$ cat src/rtl/deck_server_pkg.sv
// deck_server_pkg: deck constants, FSM state encoding and card scoring shared with the game FSM
package deck_server_pkg;
    localparam int          PTS_W     = 6;
    localparam logic [5:0]  DECK_SIZE = 6'd52;
    localparam logic [15:0] SEED_DFLT = 16'hACE1;

    typedef enum logic [3:0] {
        IDLE, INIT, SH_RDI, SH_RDJ, SH_WRJ, SH_WRI, SERVE, RD, UPD, ACK
    } state_t;

    // Card c in 0..51, rank = c % 13: Ace counts 1 here, 2..10 face value, J/Q/K 10.
    function automatic logic [3:0] card_value(input logic [5:0] c);
        logic [5:0] r;
        r = c % 6'd13;
        return (r == 6'd0) ? 4'd1 : (r < 6'd10) ? 4'(r + 6'd1) : 4'd10;
    endfunction
endpackage

$ cat src/rtl/deck_server_if.sv
// deck_server_if: shuffle control, card request handshake, hand totals and deck RAM port.
// slave: deck_server side; master: game FSM / RAM side.
interface deck_server_if;
    import deck_server_pkg::*;
    logic              embaralhar_start, embaralhar_ok;
    logic              pjogador, pdealer, cartaok, deck_empty;
    logic [PTS_W-1:0]  pts_jogador, pts_dealer;
    logic [15:0]       seed;
    logic [5:0]        mem_addr, mem_wdata, mem_rdata;
    logic              mem_we;

    modport slave (
        input  embaralhar_start, pjogador, pdealer, seed, mem_rdata,
        output embaralhar_ok, cartaok, deck_empty, pts_jogador, pts_dealer,
               mem_addr, mem_we, mem_wdata
    );
    modport master (
        output embaralhar_start, pjogador, pdealer, seed, mem_rdata,
        input  embaralhar_ok, cartaok, deck_empty, pts_jogador, pts_dealer,
               mem_addr, mem_we, mem_wdata
    );
endinterface

$ cat src/rtl/deck_server_lfsr16.sv
// lfsr16: 16-bit Fibonacci LFSR (taps 16,14,13,11) with seed load; a zero seed loads INIT.
// Ports: clock, reset (async, active-high), load, en, seed[15:0], q[15:0].
module lfsr16 #(
    parameter logic [15:0] INIT = 16'hACE1
) (
    input  logic        clock,
    input  logic        reset,
    input  logic        load,
    input  logic        en,
    input  logic [15:0] seed,
    output logic [15:0] q
);
    always_ff @(posedge clock or posedge reset) begin
        if (reset)
            q <= INIT;
        else if (load)
            q <= (seed == 16'd0) ? INIT : seed;
        else if (en)
            q <= {q[14:0], q[15] ^ q[13] ^ q[12] ^ q[10]};
    end
endmodule

$ cat src/rtl/deck_server.sv
// deck_server: owns the deck RAM; init + Fisher-Yates shuffle, player/dealer card serving, hand totals.
// Ports: clock, reset (async, active-high), bus (deck_server_if.slave: embaralhar_start/ok, seed,
//        pjogador/pdealer/cartaok four-phase handshake, pts_jogador/pts_dealer, deck_empty,
//        mem_addr/mem_we/mem_wdata/mem_rdata to a 1-cycle sync-read RAM).
// Parameters: SHUFFLE (1: init + shuffle, 0: identity deck), SEED_DFLT (LFSR value when seed==0).
// Build option: ACE_SOFT_EN -- Ace counts 11 while that keeps the hand <=21 (soft hand).
module deck_server #(
    parameter bit          SHUFFLE   = 1'b1,
    parameter logic [15:0] SEED_DFLT = deck_server_pkg::SEED_DFLT
) (
    input logic          clock,
    input logic          reset,
    deck_server_if.slave bus
);
    import deck_server_pkg::*;

    state_t      state;
    logic [5:0]  i, ptr, j, cur, nxt;
    logic [3:0]  v;
    logic [6:0]  sum;
    logic [15:0] lfsr;
    logic        start_q, pend, sel_d, start_edge, go, unused_lfsr_hi;
`ifdef ACE_SOFT_EN
    logic        soft_j, soft_d, cur_soft, ace_hi, bust, nxt_soft;
`endif

    assign start_edge     = bus.embaralhar_start & ~start_q;
    assign go             = (start_edge & (state == IDLE)) | ((start_edge | pend) & (state == SERVE));
    assign unused_lfsr_hi = ^lfsr[15:12];
    // (lfsr[11:0] * (i+1)) >> 12 is always <= i, so j stays inside the unshuffled prefix.
    assign j = 6'(({6'd0, lfsr[11:0]} * {12'd0, i + 6'd1}) >> 12);

    lfsr16 #(.INIT(SEED_DFLT)) u_lfsr (
        .clock(clock), .reset(reset), .load(go), .en(1'b1), .seed(bus.seed), .q(lfsr)
    );

    // Next total of the granted hand for the card on mem_rdata, saturated to 6 bits.
    always_comb begin
        cur = sel_d ? bus.pts_dealer : bus.pts_jogador;
        v   = card_value(bus.mem_rdata);
`ifdef ACE_SOFT_EN
        cur_soft = sel_d ? soft_d : soft_j;
        ace_hi   = (v == 4'd1) && (cur <= 6'd10);
        sum      = {1'b0, cur} + (ace_hi ? 7'd11 : {3'd0, v});
        bust     = (sum > 7'd21) && cur_soft;
        sum      = bust ? sum - 7'd10 : sum;
        nxt_soft = ace_hi | (cur_soft & ~bust);
`else
        sum = {1'b0, cur} + {3'd0, v};
`endif
        nxt = (sum > 7'd63) ? 6'd63 : sum[5:0];
    end

    // Shuffle step order is RDI, RDJ, WRJ, WRI: d_i is on mem_rdata one cycle before d_j,
    // so writing j first lets every write use registered data straight from mem_rdata.
    always_ff @(posedge clock or posedge reset) begin
        if (reset) begin
            state             <= IDLE;
            i                 <= '0;
            ptr               <= '0;
            sel_d             <= 1'b0;
            pend              <= 1'b0;
            start_q           <= 1'b0;
            bus.embaralhar_ok <= 1'b0;
            bus.cartaok       <= 1'b0;
            bus.deck_empty    <= 1'b0;
            bus.pts_jogador   <= '0;
            bus.pts_dealer    <= '0;
            bus.mem_addr      <= '0;
            bus.mem_we        <= 1'b0;
            bus.mem_wdata     <= '0;
`ifdef ACE_SOFT_EN
            soft_j            <= 1'b0;
            soft_d            <= 1'b0;
`endif
        end else begin
            start_q <= bus.embaralhar_start;
            if (start_edge && (state == RD || state == UPD || state == ACK))
                pend <= 1'b1;
            if (go) begin
                state             <= INIT;
                i                 <= '0;
                ptr               <= '0;
                pend              <= 1'b0;
                bus.embaralhar_ok <= 1'b0;
                bus.deck_empty    <= 1'b0;
                bus.pts_jogador   <= '0;
                bus.pts_dealer    <= '0;
                bus.mem_addr      <= '0;
                bus.mem_wdata     <= '0;
                bus.mem_we        <= 1'b1;
`ifdef ACE_SOFT_EN
                soft_j            <= 1'b0;
                soft_d            <= 1'b0;
`endif
            end else begin
                case (state)
                    INIT: begin
                        if (i == DECK_SIZE - 6'd1) begin
                            bus.mem_we        <= 1'b0;
                            bus.embaralhar_ok <= !SHUFFLE;
                            state             <= SHUFFLE ? SH_RDI : SERVE;
                        end else begin
                            i             <= i + 6'd1;
                            bus.mem_addr  <= i + 6'd1;
                            bus.mem_wdata <= i + 6'd1;
                        end
                    end
                    SH_RDI: begin
                        bus.mem_addr <= j;
                        state        <= SH_RDJ;
                    end
                    SH_RDJ: begin
                        bus.mem_we    <= 1'b1;
                        bus.mem_wdata <= bus.mem_rdata;
                        state         <= SH_WRJ;
                    end
                    SH_WRJ: begin
                        bus.mem_addr  <= i;
                        bus.mem_wdata <= bus.mem_rdata;
                        state         <= SH_WRI;
                    end
                    SH_WRI: begin
                        bus.mem_we <= 1'b0;
                        if (i == 6'd1) begin
                            bus.mem_addr      <= '0;
                            bus.embaralhar_ok <= 1'b1;
                            state             <= SERVE;
                        end else begin
                            i            <= i - 6'd1;
                            bus.mem_addr <= i - 6'd1;
                            state        <= SH_RDI;
                        end
                    end
                    SERVE: begin
                        if (bus.pjogador || bus.pdealer) begin
                            sel_d <= !bus.pjogador;
                            if (ptr == DECK_SIZE) begin
                                bus.cartaok <= 1'b1;
                                state       <= ACK;
                            end else begin
                                bus.mem_addr <= ptr;
                                state        <= RD;
                            end
                        end
                    end
                    RD: state <= UPD;
                    UPD: begin
                        if (sel_d) bus.pts_dealer <= nxt;
                        else bus.pts_jogador <= nxt;
`ifdef ACE_SOFT_EN
                        if (sel_d) soft_d <= nxt_soft;
                        else soft_j <= nxt_soft;
`endif
                        ptr            <= ptr + 6'd1;
                        bus.deck_empty <= (ptr == DECK_SIZE - 6'd1);
                        bus.cartaok    <= 1'b1;
                        state          <= ACK;
                    end
                    ACK: begin
                        if (!(sel_d ? bus.pdealer : bus.pjogador)) begin
                            bus.cartaok <= 1'b0;
                            state       <= SERVE;
                        end
                    end
                    default: state <= IDLE;
                endcase
            end
        end
    end
endmodule

$ cat src/flat_wrapper.sv
// flat-port wrapper written by rule: the top's interface ports become plain ports
module deck_server_flat import deck_server_pkg::*;
#(
    parameter bit          SHUFFLE   = 1'b1,
    parameter logic [15:0] SEED_DFLT = deck_server_pkg::SEED_DFLT
)
  (clock, reset, bus_embaralhar_start, bus_pjogador, bus_pdealer, bus_seed, bus_mem_rdata, bus_embaralhar_ok, bus_cartaok, bus_deck_empty, bus_pts_jogador, bus_pts_dealer, bus_mem_addr, bus_mem_we, bus_mem_wdata);
  deck_server_if bus_i ();
  input logic clock;
  input logic reset;
  input wire logic [$bits(bus_i.embaralhar_start)-1:0] bus_embaralhar_start;
  input wire logic [$bits(bus_i.pjogador)-1:0] bus_pjogador;
  input wire logic [$bits(bus_i.pdealer)-1:0] bus_pdealer;
  input wire logic [$bits(bus_i.seed)-1:0] bus_seed;
  input wire logic [$bits(bus_i.mem_rdata)-1:0] bus_mem_rdata;
  output wire logic [$bits(bus_i.embaralhar_ok)-1:0] bus_embaralhar_ok;
  output wire logic [$bits(bus_i.cartaok)-1:0] bus_cartaok;
  output wire logic [$bits(bus_i.deck_empty)-1:0] bus_deck_empty;
  output wire logic [$bits(bus_i.pts_jogador)-1:0] bus_pts_jogador;
  output wire logic [$bits(bus_i.pts_dealer)-1:0] bus_pts_dealer;
  output wire logic [$bits(bus_i.mem_addr)-1:0] bus_mem_addr;
  output wire logic [$bits(bus_i.mem_we)-1:0] bus_mem_we;
  output wire logic [$bits(bus_i.mem_wdata)-1:0] bus_mem_wdata;
  assign bus_i.embaralhar_start = bus_embaralhar_start;
  assign bus_i.pjogador = bus_pjogador;
  assign bus_i.pdealer = bus_pdealer;
  assign bus_i.seed = bus_seed;
  assign bus_i.mem_rdata = bus_mem_rdata;
  assign bus_embaralhar_ok = bus_i.embaralhar_ok;
  assign bus_cartaok = bus_i.cartaok;
  assign bus_deck_empty = bus_i.deck_empty;
  assign bus_pts_jogador = bus_i.pts_jogador;
  assign bus_pts_dealer = bus_i.pts_dealer;
  assign bus_mem_addr = bus_i.mem_addr;
  assign bus_mem_we = bus_i.mem_we;
  assign bus_mem_wdata = bus_i.mem_wdata;
  deck_server #(.SHUFFLE(SHUFFLE), .SEED_DFLT(SEED_DFLT)) u_core (.clock(clock), .reset(reset), .bus(bus_i));
endmodule
$ cat config.mk
export PLATFORM = sky130hd
export DESIGN_NAME = deck_server_flat
export DESIGN_NICKNAME = d
export VERILOG_FILES = /design/src/rtl/deck_server_pkg.sv /design/src/rtl/deck_server_if.sv /design/src/rtl/deck_server_lfsr16.sv /design/src/rtl/deck_server.sv /design/src/flat_wrapper.sv
export SDC_FILE = /design/constraint.sdc
export NUM_CORES = 1
export LEC_CHECK = 0
export ABC_AREA = 1
export CAP_MARGIN = 40
export CELL_PAD_IN_SITES_DETAIL_PLACEMENT = 1
export CELL_PAD_IN_SITES_GLOBAL_PLACEMENT = 1
export CORE_MARGIN = 2
export CORE_UTILIZATION = 45
export CTS_CLUSTER_DIAMETER = 80
export DETAILED_ROUTE_END_ITERATION = 10
export PLACE_DENSITY_LB_ADDON = 0.1
export SETUP_SLACK_MARGIN = 0.3
export SLEW_MARGIN = 20
export SYNTH_ARGS = -nofsm -noshare
export SYNTH_HDL_FRONTEND = slang
export SYNTH_SLANG_ARGS = --single-unit
$ cat constraint.sdc
create_clock -name clock -period 8 [get_ports clock]
set_input_delay 1.2 -clock clock [delete_from_list [all_inputs] [get_ports clock]]
set_output_delay 1.2 -clock clock [all_outputs]
set_load 0.03 [all_outputs]
==> summary.md, run 1 <==
| Metric | Value |
|---|---|
| CTS tree | `yes` |
| Via count | `between 5000 and 6000` |
| Worst-Margin Slew | `roughly 0.83 ns` |
| Cell mode on critical path | `nand2_1` |
| Fraction of registers with async set/reset | `1.00` |
| Post-Syn Nets | `940` |
| Netlist cell types | `46` |
| Gr usage total | `0.284` |
| Number of buffers on the longest clock path | `2` |
| Postcts setup bufs | `0` |
| Post-Syn Instances | `834` |
| Placed insts | `1052` |
| Number of diodes | `0` |
| Mean Syn Cell Area | `7.32 um^2` |
| Slowest cell on the critical path | `clkdlybuf4s50_1` |
| Relative slew slack | `0.444` |
| Status | `finished, final reports clean` |
| Detailed Route Iter0 Violations | `291` |
| First-pass GRT wire length | `32500 um` |
| Clock skew | `roughly 0.011 ns` |
| H-tree levels | `3` |
| RSZ-0062 raised after global routing | `no` |
| Final TNS setup | `0 ns` |
| WP buf/inv | `5` |
| Nets | `994` |
| Final GP Congestion | `0.902` |
| Vias/cell | `5.55` |
| Xor/xnor share of the synthesized area | `0.0144` |
| Final slew viol count | `0` |
| Hold crit path type | `flip-flop to flip-flop` |
| Die Span X | `120 um` |
| Root Driver | `clkbuf_16` |
| Main synth FF type | `dfrtp_1` |
| Crit Path Max Fanout | `6` |
| Yosys warns | `0` |
| Vias in the first global route | `6566` |
| Compound-cell area share of the yosys netlist | `0.132` |
| Mux cell area share after synthesis | `0` |
| Top cell type's share of synthesized area | `0.226` |
| Hold-fix buffers, CTS | `0` |
| Largest family of logic cells by synthesized area | `simple AND/OR/NAND/NOR gates` |
| Final period util | `0.668` |
| Count leader, synth | `nand2_1` |
| Boundary pin count | `between 50 and 60` |
| Fin crit period | `around 5.3 ns` |
| Layout cells sized above 1 | `0.0796` |
| Post-synthesis adder-cell area fraction | `0.212` |
| Synth area leaders | `dfrtp_1 (23%), fa_1 (13%), nand2_1 (13%)` |
| Routed len/inst | `~18 um` |
| Max cap viols | `0` |
| DRC | `0` |
| CP endpoint kind | `flip-flop` |
| Rows | `42` |
| Finished Layout Cells | `1068` |
| #FFs+latches synth | `63` |
| CP Launch Type | `input pin` |
| Simple-Gate Fraction of Synth Area | `0.284` |
| Die ar. | `14500 um^2` |
| Drt total wl | `19200 um` |
| Crit path max-delay family | `simple AND/OR/NAND/NOR gates` |
| Gr ovfl total | `0` |
| Drt pass-1 iters | `5` |
| Worst Path Required | `8.20 ns` |
| Die H | `120 um` |
| Largest net degree at the start of global routing | `40` |
| # clock sinks | `63` |
| Post-DP HPWL | `15000 um` |
| Final setup fails | `0` |
| Synth area leader | `dfrtp_1` |
| Cts bufs inserted | `9` |
| Mapped Area | `6100 um^2` |
| EDFF count, synth | `0` |
| Clk slew on worst S/H paths | `0.06 ns` |
| Critical path class | `input pin to flip-flop` |
| IO buf count | `54` |
| CORE AREA | `13200 um^2` |
| FMAX | `187 MHz` |
| CP peak stage delay | `about 0.59 ns` |
| Top cells by count, synth | `nand2_1 (214), inv_1 (131), nor2_1 (68), o21ai_0 (67), dfrtp_1 (55)` |
| Area delta synth->final | `17.1%` |
| Clk_lat worst skew | `0.35 ns` |
| Sequential share of the synthesized area | `0.260` |
| Post-CTS Resized | `0` |
| Initial Utilization | `0.461` |
| Final Hold Vio Count | `0` |
| Crit path DAT | `5.54 ns` |
| Initial antenna violation count | `0` |
| Remaining antenna violation count | `0` |
cells by family (layout without fill, tap and decap cells):
logic type / after synthesis / count (layout)
simple gates: 382 / 382
fa+ha+maj: 79 / 79
xor+xnor: 10 / 10
flops: 63 / 63
buf+inv: 156 / 214
compound gates: 144 / 144
flip-flops by register name (all words and copies together) (netlist names):
name	cells
u_core.bus.cartaok	1
u_core.bus.deck_empty	1
u_core.bus.embaralhar_ok	1
u_core.bus.mem_addr	6
u_core.bus.mem_wdata	6
u_core.bus.mem_we	1
u_core.bus.pts_dealer	6
u_core.bus.pts_jogador	6
u_core.i	6
u_core.pend	1
u_core.ptr	6
u_core.sel_d	1
u_core.start_q	1
u_core.state	4
u_core.u_lfsr.q	16
stage by stage:
stage	hold WS (ns)	area, um^2	util	setup WS, ns
detailed placement	0.466	6860	0.518	2.33
global placement	0.463	6820	0.515	2.57
CTS	0.479	7140	0.539	2.66
floorplan	0.434	6100	-	3.27
global route	0.504	7140	0.539	2.23
finish	0.486	7140	0.539	2.66
cell type report:
cell class                 count  area, um^2
fill                        1743        6100
multi-input combinational    615        3930
sequential                    63        1590
timing repair buffer          61         611
inverter                     138         519
clock buffer                  11         233
tap                          176         220
clock inverter                 4        47.5
worst register-to-register path, cell delays in order, from the launching register on:
cell and delay [ns]:
dfrtp_1 0.56, ha_1 0.26, nand2_1 0.08, o21ai_0 0.23
nand2_1 0.25, inv_1 0.40, nand2_1 0.16, fa_1 0.54
inv_1 0.06, fa_1 0.51, fa_1 0.50, ha_1 0.34
a21oi_1 0.14, o21ai_0 0.12, a21oi_1 0.14, o21ai_0 0.14
nand2_1 0.11, o21bai_1 0.08, or2_2 0.27, nand3_1 0.07
o211ai_1 0.09, o21ai_1 0.13, nand2_1 0.06
per-layer routing:
| layer | vias to the layer above | part of all wire | GRT usage |
|---|---|---|---|
| met2 | 132 | 0.51 | 0.505 |
| met4 | 0 | 0.028 | 0.103 |
| met3 | 40 | 0.044 | 0.0632 |
| met5 | - | 0 | 0 |
| li1 | 2777 | - | - |
| met1 | 2981 | 0.41 | 0.335 |
cells in the final DEF, fill, tap and decap left out, types with 3 or more instances in the layout:
| cell | count |
|---|---|
| clkinv_2 | 3 |
| dfrtp_1 | 55 |
| nand2_2 | 8 |
| or2_2 | 4 |
| a21oi_1 | 41 |
| nand3_1 | 35 |
| nor3_1 | 11 |
| nand3_2 | 8 |
| o21ai_0 | 67 |
| o211ai_1 | 6 |
| nor2_1 | 68 |
| inv_2 | 6 |
| nor4_1 | 4 |
| nand2_1 | 214 |
| clkbuf_16 | 9 |
| xnor2_1 | 3 |
| clkdlybuf4s50_1 | 54 |
| fa_1 | 41 |
| inv_1 | 130 |
| o21bai_1 | 4 |
| o31ai_1 | 7 |
| ha_1 | 38 |
| nor2_2 | 5 |
| o22ai_1 | 9 |
| dfstp_2 | 8 |
| nand2_4 | 5 |
| or4_1 | 4 |
| buf_4 | 4 |
| nand4_1 | 7 |
| xor2_1 | 7 |
final timing paths:
path / depth (start not counted) / slack [ns] / start / end
max in group asynchronous: 4 / 6.11 / reset / u_core.u_lfsr.q[10]$_DFF_PP1_
max reg2reg: 22 / 2.68 / u_core.i[0]$_DFFE_PP0P_ / u_core.bus.mem_addr[4]$_DFFE_PP0P_
min reg2reg: 2 / 0.49 / u_core.bus.mem_addr[3]$_DFFE_PP0P_ / u_core.bus.mem_addr[3]$_DFFE_PP0P_
min in group asynchronous: 3 / 1.28 / reset / u_core.bus.pts_dealer[5]$_DFFE_PP0P_
min: 2 / 0.49 / u_core.bus.mem_addr[3]$_DFFE_PP0P_ / u_core.bus.mem_addr[3]$_DFFE_PP0P_
max: 30 / 2.66 / bus_mem_rdata[2] / u_core.bus.pts_jogador[3]$_DFFE_PP0P_
Power of run 1 is not shown: default switching activity piles up to over one toggle a cycle in this logic, so the estimate is an artifact.
==> run 2: changes to the inputs <==
--- a/config.mk
+++ b/config.mk
@@ -10,7 +10,7 @@
 export CELL_PAD_IN_SITES_DETAIL_PLACEMENT = 1
 export CELL_PAD_IN_SITES_GLOBAL_PLACEMENT = 1
 export CORE_MARGIN = 2
-export CORE_UTILIZATION = 45
+export CORE_UTILIZATION = 43
 export CTS_CLUSTER_DIAMETER = 80
 export DETAILED_ROUTE_END_ITERATION = 10
 export PLACE_DENSITY_LB_ADDON = 0.1
==> constraint.sdc (replaced) <==
create_clock -name clock -period 5.4 [get_ports clock]
set_input_delay 0.81 -clock clock [delete_from_list [all_inputs] [get_ports clock]]
set_output_delay 0.81 -clock clock [all_outputs]
set_load 0.03 [all_outputs]
==> run 2 against run 1 <==
First-iteration DRC count is 5.5% lower. Die area grew 4.5%. Final area grew 3.3%. Critical path type is now flip-flop to flip-flop. Critical endpoint is now u_core.bus.mem_addr[4]$_DFFE_PP0P_. Largest cell class unchanged.
==> summary.md, run 2 (synthesis gave the netlist of run 1 again) <==
| Metric | Value |
|---|---|
| Final setup fails | `0` |
| Fill count | `1790` |
| Initial antenna violation count | `0` |
| Drt pass-1 iters | `5` |
| Final worst slack | `0.695 ns` |
| Number of buffers on the longest clock path | `2` |
| Number of diodes | `0` |
| Vias in the first global route | `6430` |
| Die ar. | `15200 um^2` |
| Root Driver | `clkbuf_16` |
| Layout cells sized above 1 | `0.116` |
| Remaining antenna violation count | `0` |
| Die Span X | `123 um` |
| Critical path class | `flip-flop to flip-flop` |
| Worst Path Required | `5.63 ns` |
| Detailed Route Iter0 Violations | `275` |
| Fin Hold WS | `0.481 ns` |
| Clock skew | `0.00816 ns` |
| Via count | `5787` |
| First-pass GRT wire length | `31600 um` |
| Top reg by flops | `u_core.u_lfsr.q` |
| CORE AREA | `approximately 14000 um^2` |
| Worst-Margin Slew | `0.787 ns` |
| # clock sinks | `63` |
| Final GP Congestion | `0.901` |
| Boundary pin count | `55` |
| Routed len/inst | `about 18 um` |
| CTS tree | `yes` |
| FMAX | `213 MHz` |
| DRC | `0` |
| Final slew viol count | `0` |
| Cts bufs inserted | `9` |
| Gr ovfl total | `0` |
| Clk_lat worst skew | `0.35 ns` |
| Max cap viols | `0` |
| Crit Path Max Fanout | `6` |
| Nets | `1008` |
| Crit path DAT | `4.93 ns` |
| Initial Utilization | `0.440` |
| Post-DP HPWL | `~15000 um` |
| Status | `finished, final reports clean` |
| Final Hold Vio Count | `0` |
| H-tree levels | `3` |
| Vias/cell | `5.33` |
| Die H | `123 um` |
| Largest net degree at the start of global routing | `64` |
| Pre-CTS WS | `between 0.08 and 0.09 ns` |
| CP Launch Type | `flip-flop` |
| Fin crit period | `4.70 ns` |
| Relative slew slack | `0.475` |
| CP endpoint kind | `flip-flop` |
| Commonest non-fill, non-tap cell in the layout | `nand2_1` |
| Commonest non-fill, non-tap cells in the layout | `nand2_1 (208), inv_1 (127), nor2_1 (67)` |
| Drt total wl | `19200 um` |
| Gr usage total | `0.270` |
| RSZ-0062 raised after global routing | `no` |
| Final period util | `0.871` |
| IO buf count | `54` |
| Max reg flops | `16` |
| Hold crit path type | `flip-flop to flip-flop` |
| Area delta synth->final | `21.0%` |
| Rows | `43` |
| Final TNS setup | `0 ns` |
| Clk slew on worst S/H paths | `0.05 ns` |
==> run 2: path summary, 6_finish.rpt <==
kind,from,to,slack [ns],cells past startpoint
min reg2reg,u_core.ptr[5]$_DFFE_PP0P_,u_core.ptr[5]$_DFFE_PP0P_,0.48,1
max,u_core.i[0]$_DFFE_PP0P_,u_core.bus.mem_addr[4]$_DFFE_PP0P_,0.70,24
max in group asynchronous,reset,u_core.u_lfsr.q[6]$_DFF_PP1_,3.99,4
min,u_core.ptr[5]$_DFFE_PP0P_,u_core.ptr[5]$_DFFE_PP0P_,0.48,1
max reg2reg,u_core.i[0]$_DFFE_PP0P_,u_core.bus.mem_addr[4]$_DFFE_PP0P_,0.70,24
min in group asynchronous,reset,u_core.bus.pts_dealer[3]$_DFFE_PP0P_,0.82,3
==> run 2: layer usage <==
metal | GRT usage | vias up | wire, um
li1 | - | 2806 | -
met1 | 0.324 | 2860 | 8170
met2 | 0.489 | 90 | 9900
met3 | 0.0447 | 31 | 643
met4 | 0.0881 | 0 | 440
met5 | 0 | - | 0
==> run 2: area by class of cell <==
cell class / count / area, um^2 / area share
repair buffers: 75 / 728 / 0.0987
inverters: 138 / 527 / 0.0714
well taps: 180 / 225 / 0.0305
multi-input cells: 615 / 3980 / 0.540
flip-flops and latches: 63 / 1590 / 0.215
clock buffers: 11 / 233 / 0.0315
clock inverters: 4 / 95.1 / 0.0129
==> run 2: what timing repair did <==
item | 4_1_cts | 5_1_grt
pin swaps | 0 | 2
hold buffers | 0 | 0
resized for setup | 2 | 24
setup endpoints to repair | 3 | 18
setup buffers | 0 | 6
endpoints found under the hold margin | 0 | 0
gates cloned | 0 | 0
==> run 2: worst max-delay path: stages (launching register included) <==
cell,delay [ns]
dfrtp_2,0.42
nand3_1,0.16
nor2_2,0.14
inv_1,0.06
o21ai_0,0.14
nand2_1,0.12
clkinvlp_4,0.14
buf_4,0.15
nand2_1,0.08
fa_1,0.54
inv_1,0.06
fa_1,0.50
fa_1,0.50
ha_1,0.34
a21oi_1,0.15
o21ai_0,0.10
a21oi_1,0.13
o21ai_1,0.11
nand2_1,0.09
o21bai_1,0.08
or2_2,0.27
nand3_1,0.06
o211ai_1,0.08
o21ai_1,0.12
nand2_1,0.06
==> run 2: metrics by stage <==
| step | utilization | cells | area (um^2) |
|---|---|---|---|
| after floorplan | - | 834 | 6100 |
| after global placement | 0.496 | 1062 | 6890 |
| after detailed placement | 0.498 | 1064 | 6910 |
| after CTS | 0.522 | 1079 | 7250 |
| after global routing | 0.532 | 1086 | 7380 |
| final | 0.532 | 1086 | 7380 |
Power of run 2 is left out for the same reason.
==> run 3: changes to the inputs <==
--- a/config.mk
+++ b/config.mk
@@ -18,4 +18,5 @@
 export SLEW_MARGIN = 20
 export SYNTH_ARGS = -nofsm -noshare
 export SYNTH_HDL_FRONTEND = slang
+export SYNTH_HIERARCHICAL = 1
 export SYNTH_SLANG_ARGS = --single-unit
==> run 3 against run 2 <==
Sequential cell count unchanged. Largest cell class unchanged. Highest routed layer unchanged. Synthesized cell count up 5.8%. Non-clock buffer count down 9.
==> summary.md, run 3 <==
| Metric | Value |
|---|---|
| Hold crit path type | `flip-flop to flip-flop` |
| Clk slew on worst S/H paths | `roughly 0.060 ns` |
| CP peak stage delay | `between 0.5 and 0.6 ns` |
| Top cell type's share of synthesized area | `0.219` |
| Final GP Congestion | `0.899` |
| Commonest non-fill, non-tap cells in the layout | `nand2_1 (252), inv_1 (140), nor2_1 (82)` |
| Worst-Margin Slew | `0.798 ns` |
| Largest net degree at the start of global routing | `29` |
| Area delta synth->final | `17.8%` |
| Fin crit period | `4.77 ns` |
| Remaining antenna violation count | `0` |
| Boundary pin count | `55` |
| Vias/cell | `roughly 5.3` |
| Main synth FF type | `dfrtp_1` |
| Footprint of the multi-input gates | `about 4000 um^2` |
| FMAX | `210 MHz` |
| Final TNS setup | `0 ns` |
| Via count | `6006` |
| Clock skew | `0.0154 ns` |
| Rows | `44` |
| H-tree levels | `3` |
| Yosys warns | `6` |
| First-pass GRT wire length | `33000 um` |
| Top reg by flops | `u_core/u_lfsr/q` |
| # clock sinks | `63` |
| CP Launch Type | `input pin` |
| Routed len/inst | `17.4 um` |
| Mapped Area | `between 6000 and 7000 um^2` |
| Final slew viol count | `0` |
| EDFF count, synth | `0` |
| Fraction of registers with async set/reset | `1.00` |
| Die Span X | `125 um` |
| CORE AREA | `between 10000 and 15000 um^2` |
| Cell mode on critical path | `nand2_1` |
| RSZ-0062 raised after global routing | `yes` |
| Drt pass-1 iters | `4` |
| Drt total wl | `19700 um` |
| Root Driver | `clkbuf_16` |
| Initial Utilization | `0.436` |
| Gr ovfl total | `0` |
| Die ar. | `15600 um^2` |
| Top cells by count, synth | `nand2_1 (252), inv_1 (144), nor2_1 (82), dfrtp_1 (55), o21ai_0 (50)` |
| Sequential share of the synthesized area | `0.252` |
| Nets | `1046` |
| Mean Syn Cell Area | `slightly above 7 um^2` |
| Crit path DAT | `4.95 ns` |
| Post-DP HPWL | `between 15000 and 20000 um` |
| Max reg flops | `16` |
| Count leader, synth | `nand2_1` |
| Final period util | `0.883` |
| DRC | `0` |
| Final Hold Vio Count | `0` |
| Layout cells sized above 1 | `0.0961` |
| Synth area leader | `dfrtp_1` |
| Crit Path Max Fanout | `5` |
| Number of diodes | `0` |
| CP endpoint kind | `flip-flop` |
| Vias in the first global route | `between 6000 and 7000` |
| Status | `finished, final reports clean` |
| IO buf count | `54` |
| #FFs+latches synth | `63` |
| Number of buffers on the longest clock path | `2` |
| Fill count | `~1900` |
| Relative slew slack | `0.466` |
| Max cap viols | `0` |
| Die H | `125 um` |
| Commonest non-fill, non-tap cell in the layout | `nand2_1` |
| Initial antenna violation count | `0` |
| Reg2reg setup slack | `0.68 ns` |
| Critical path class | `input pin to flip-flop` |
| Detailed Route Iter0 Violations | `209` |
| FF/Latch Area | `1590 um^2` |
| Post-Syn Nets | `between 900 and 1000` |
| Gr usage total | `0.262` |
| Worst Path Required | `5.58 ns` |
| Final setup fails | `0` |
| CTS tree | `yes` |
| Cts bufs inserted | `9` |
| Post-Syn Instances | `about 880` |
| Slowest cell on the critical path | `clkdlybuf4s50_1` |
| Clk_lat worst skew | `0.34 ns` |
| Synth area leaders | `dfrtp_1 (22%), nand2_1 (15%), fa_1 (13%)` |
| Netlist cell types | `52` |
run 3: cell families after synthesis:
kind of cell / share of synthesized area
compound gates: 0.129
xor+xnor: 0.0149
simple gates: 0.296
flops: 0.252
other cells: 0.000597
fa+ha+maj: 0.202
buf+inv: 0.105
run 3: critical path: cells and delay by family:
family                   cells  cell delay, ns
AND/OR/NAND/NOR             15            1.73
adder cells (fa/ha/maj)      4            1.06
buffers and inverters        6            0.93
XOR/XNOR                     1            0.20
AO/OA/AOI/OAI                2            0.20
run 3: area by class of cell:
type	instances	share of cell area
clock buffers	13	0.0338
clock inverters	3	0.00608
inverters	154	0.0801
multi-input cells	648	0.547
flip-flops and latches	63	0.214
well taps	184	0.0311
repair buffers	66	0.0872
run 3: metal layers:
layer	global-route usage	wire length (um)	up-vias
met5	0	0	-
met1	0.310	8140	2975
li1	-	-	2913
met4	0.0889	488	0
met3	0.0309	474	30
met2	0.492	10600	88
run 3: worst paths after layout:
kind / startpoint / end / depth (start not counted)
min in group asynchronous: reset / u_core/bus.pts_jogador[0]$_DFFE_PP0P_ / 2
hold / removal: u_core/u_lfsr/q[14]$_DFFE_PP0P_ / u_core/u_lfsr/q[15]$_DFFE_PP1P_ / 2
setup reg to reg: u_core/i[3]$_DFFE_PP0P_ / u_core/bus.mem_addr[4]$_DFFE_PP0P_ / 22
max in group asynchronous: reset / u_core/i[2]$_DFFE_PP0P_ / 3
setup / recovery: bus_mem_rdata[3] / u_core/bus.pts_dealer[4]$_DFFE_PP0P_ / 28
hold reg to reg: u_core/u_lfsr/q[14]$_DFFE_PP0P_ / u_core/u_lfsr/q[15]$_DFFE_PP1P_ / 2
run 3: what timing repair did:
action	in CTS	in global routing
endpoints found under the setup margin	0	18
resized for setup	0	8
hold buffers	0	0
setup buffers	0	1
run 3: through the flow:
stage	setup WS, ns	hold slack (ns)	instance area, um^2	cells	util
final	0.631	0.501	7400	1131	0.513
after global routing	0.242	0.523	7400	1131	0.513
after CTS	0.463	0.503	7360	1129	0.510
after detailed placement	0.246	0.489	7070	1113	0.490
after global placement	0.560	0.482	7050	1112	0.489
after floorplan	0.948	0.467	6290	882	-
Power of run 3 is left out for the same reason.
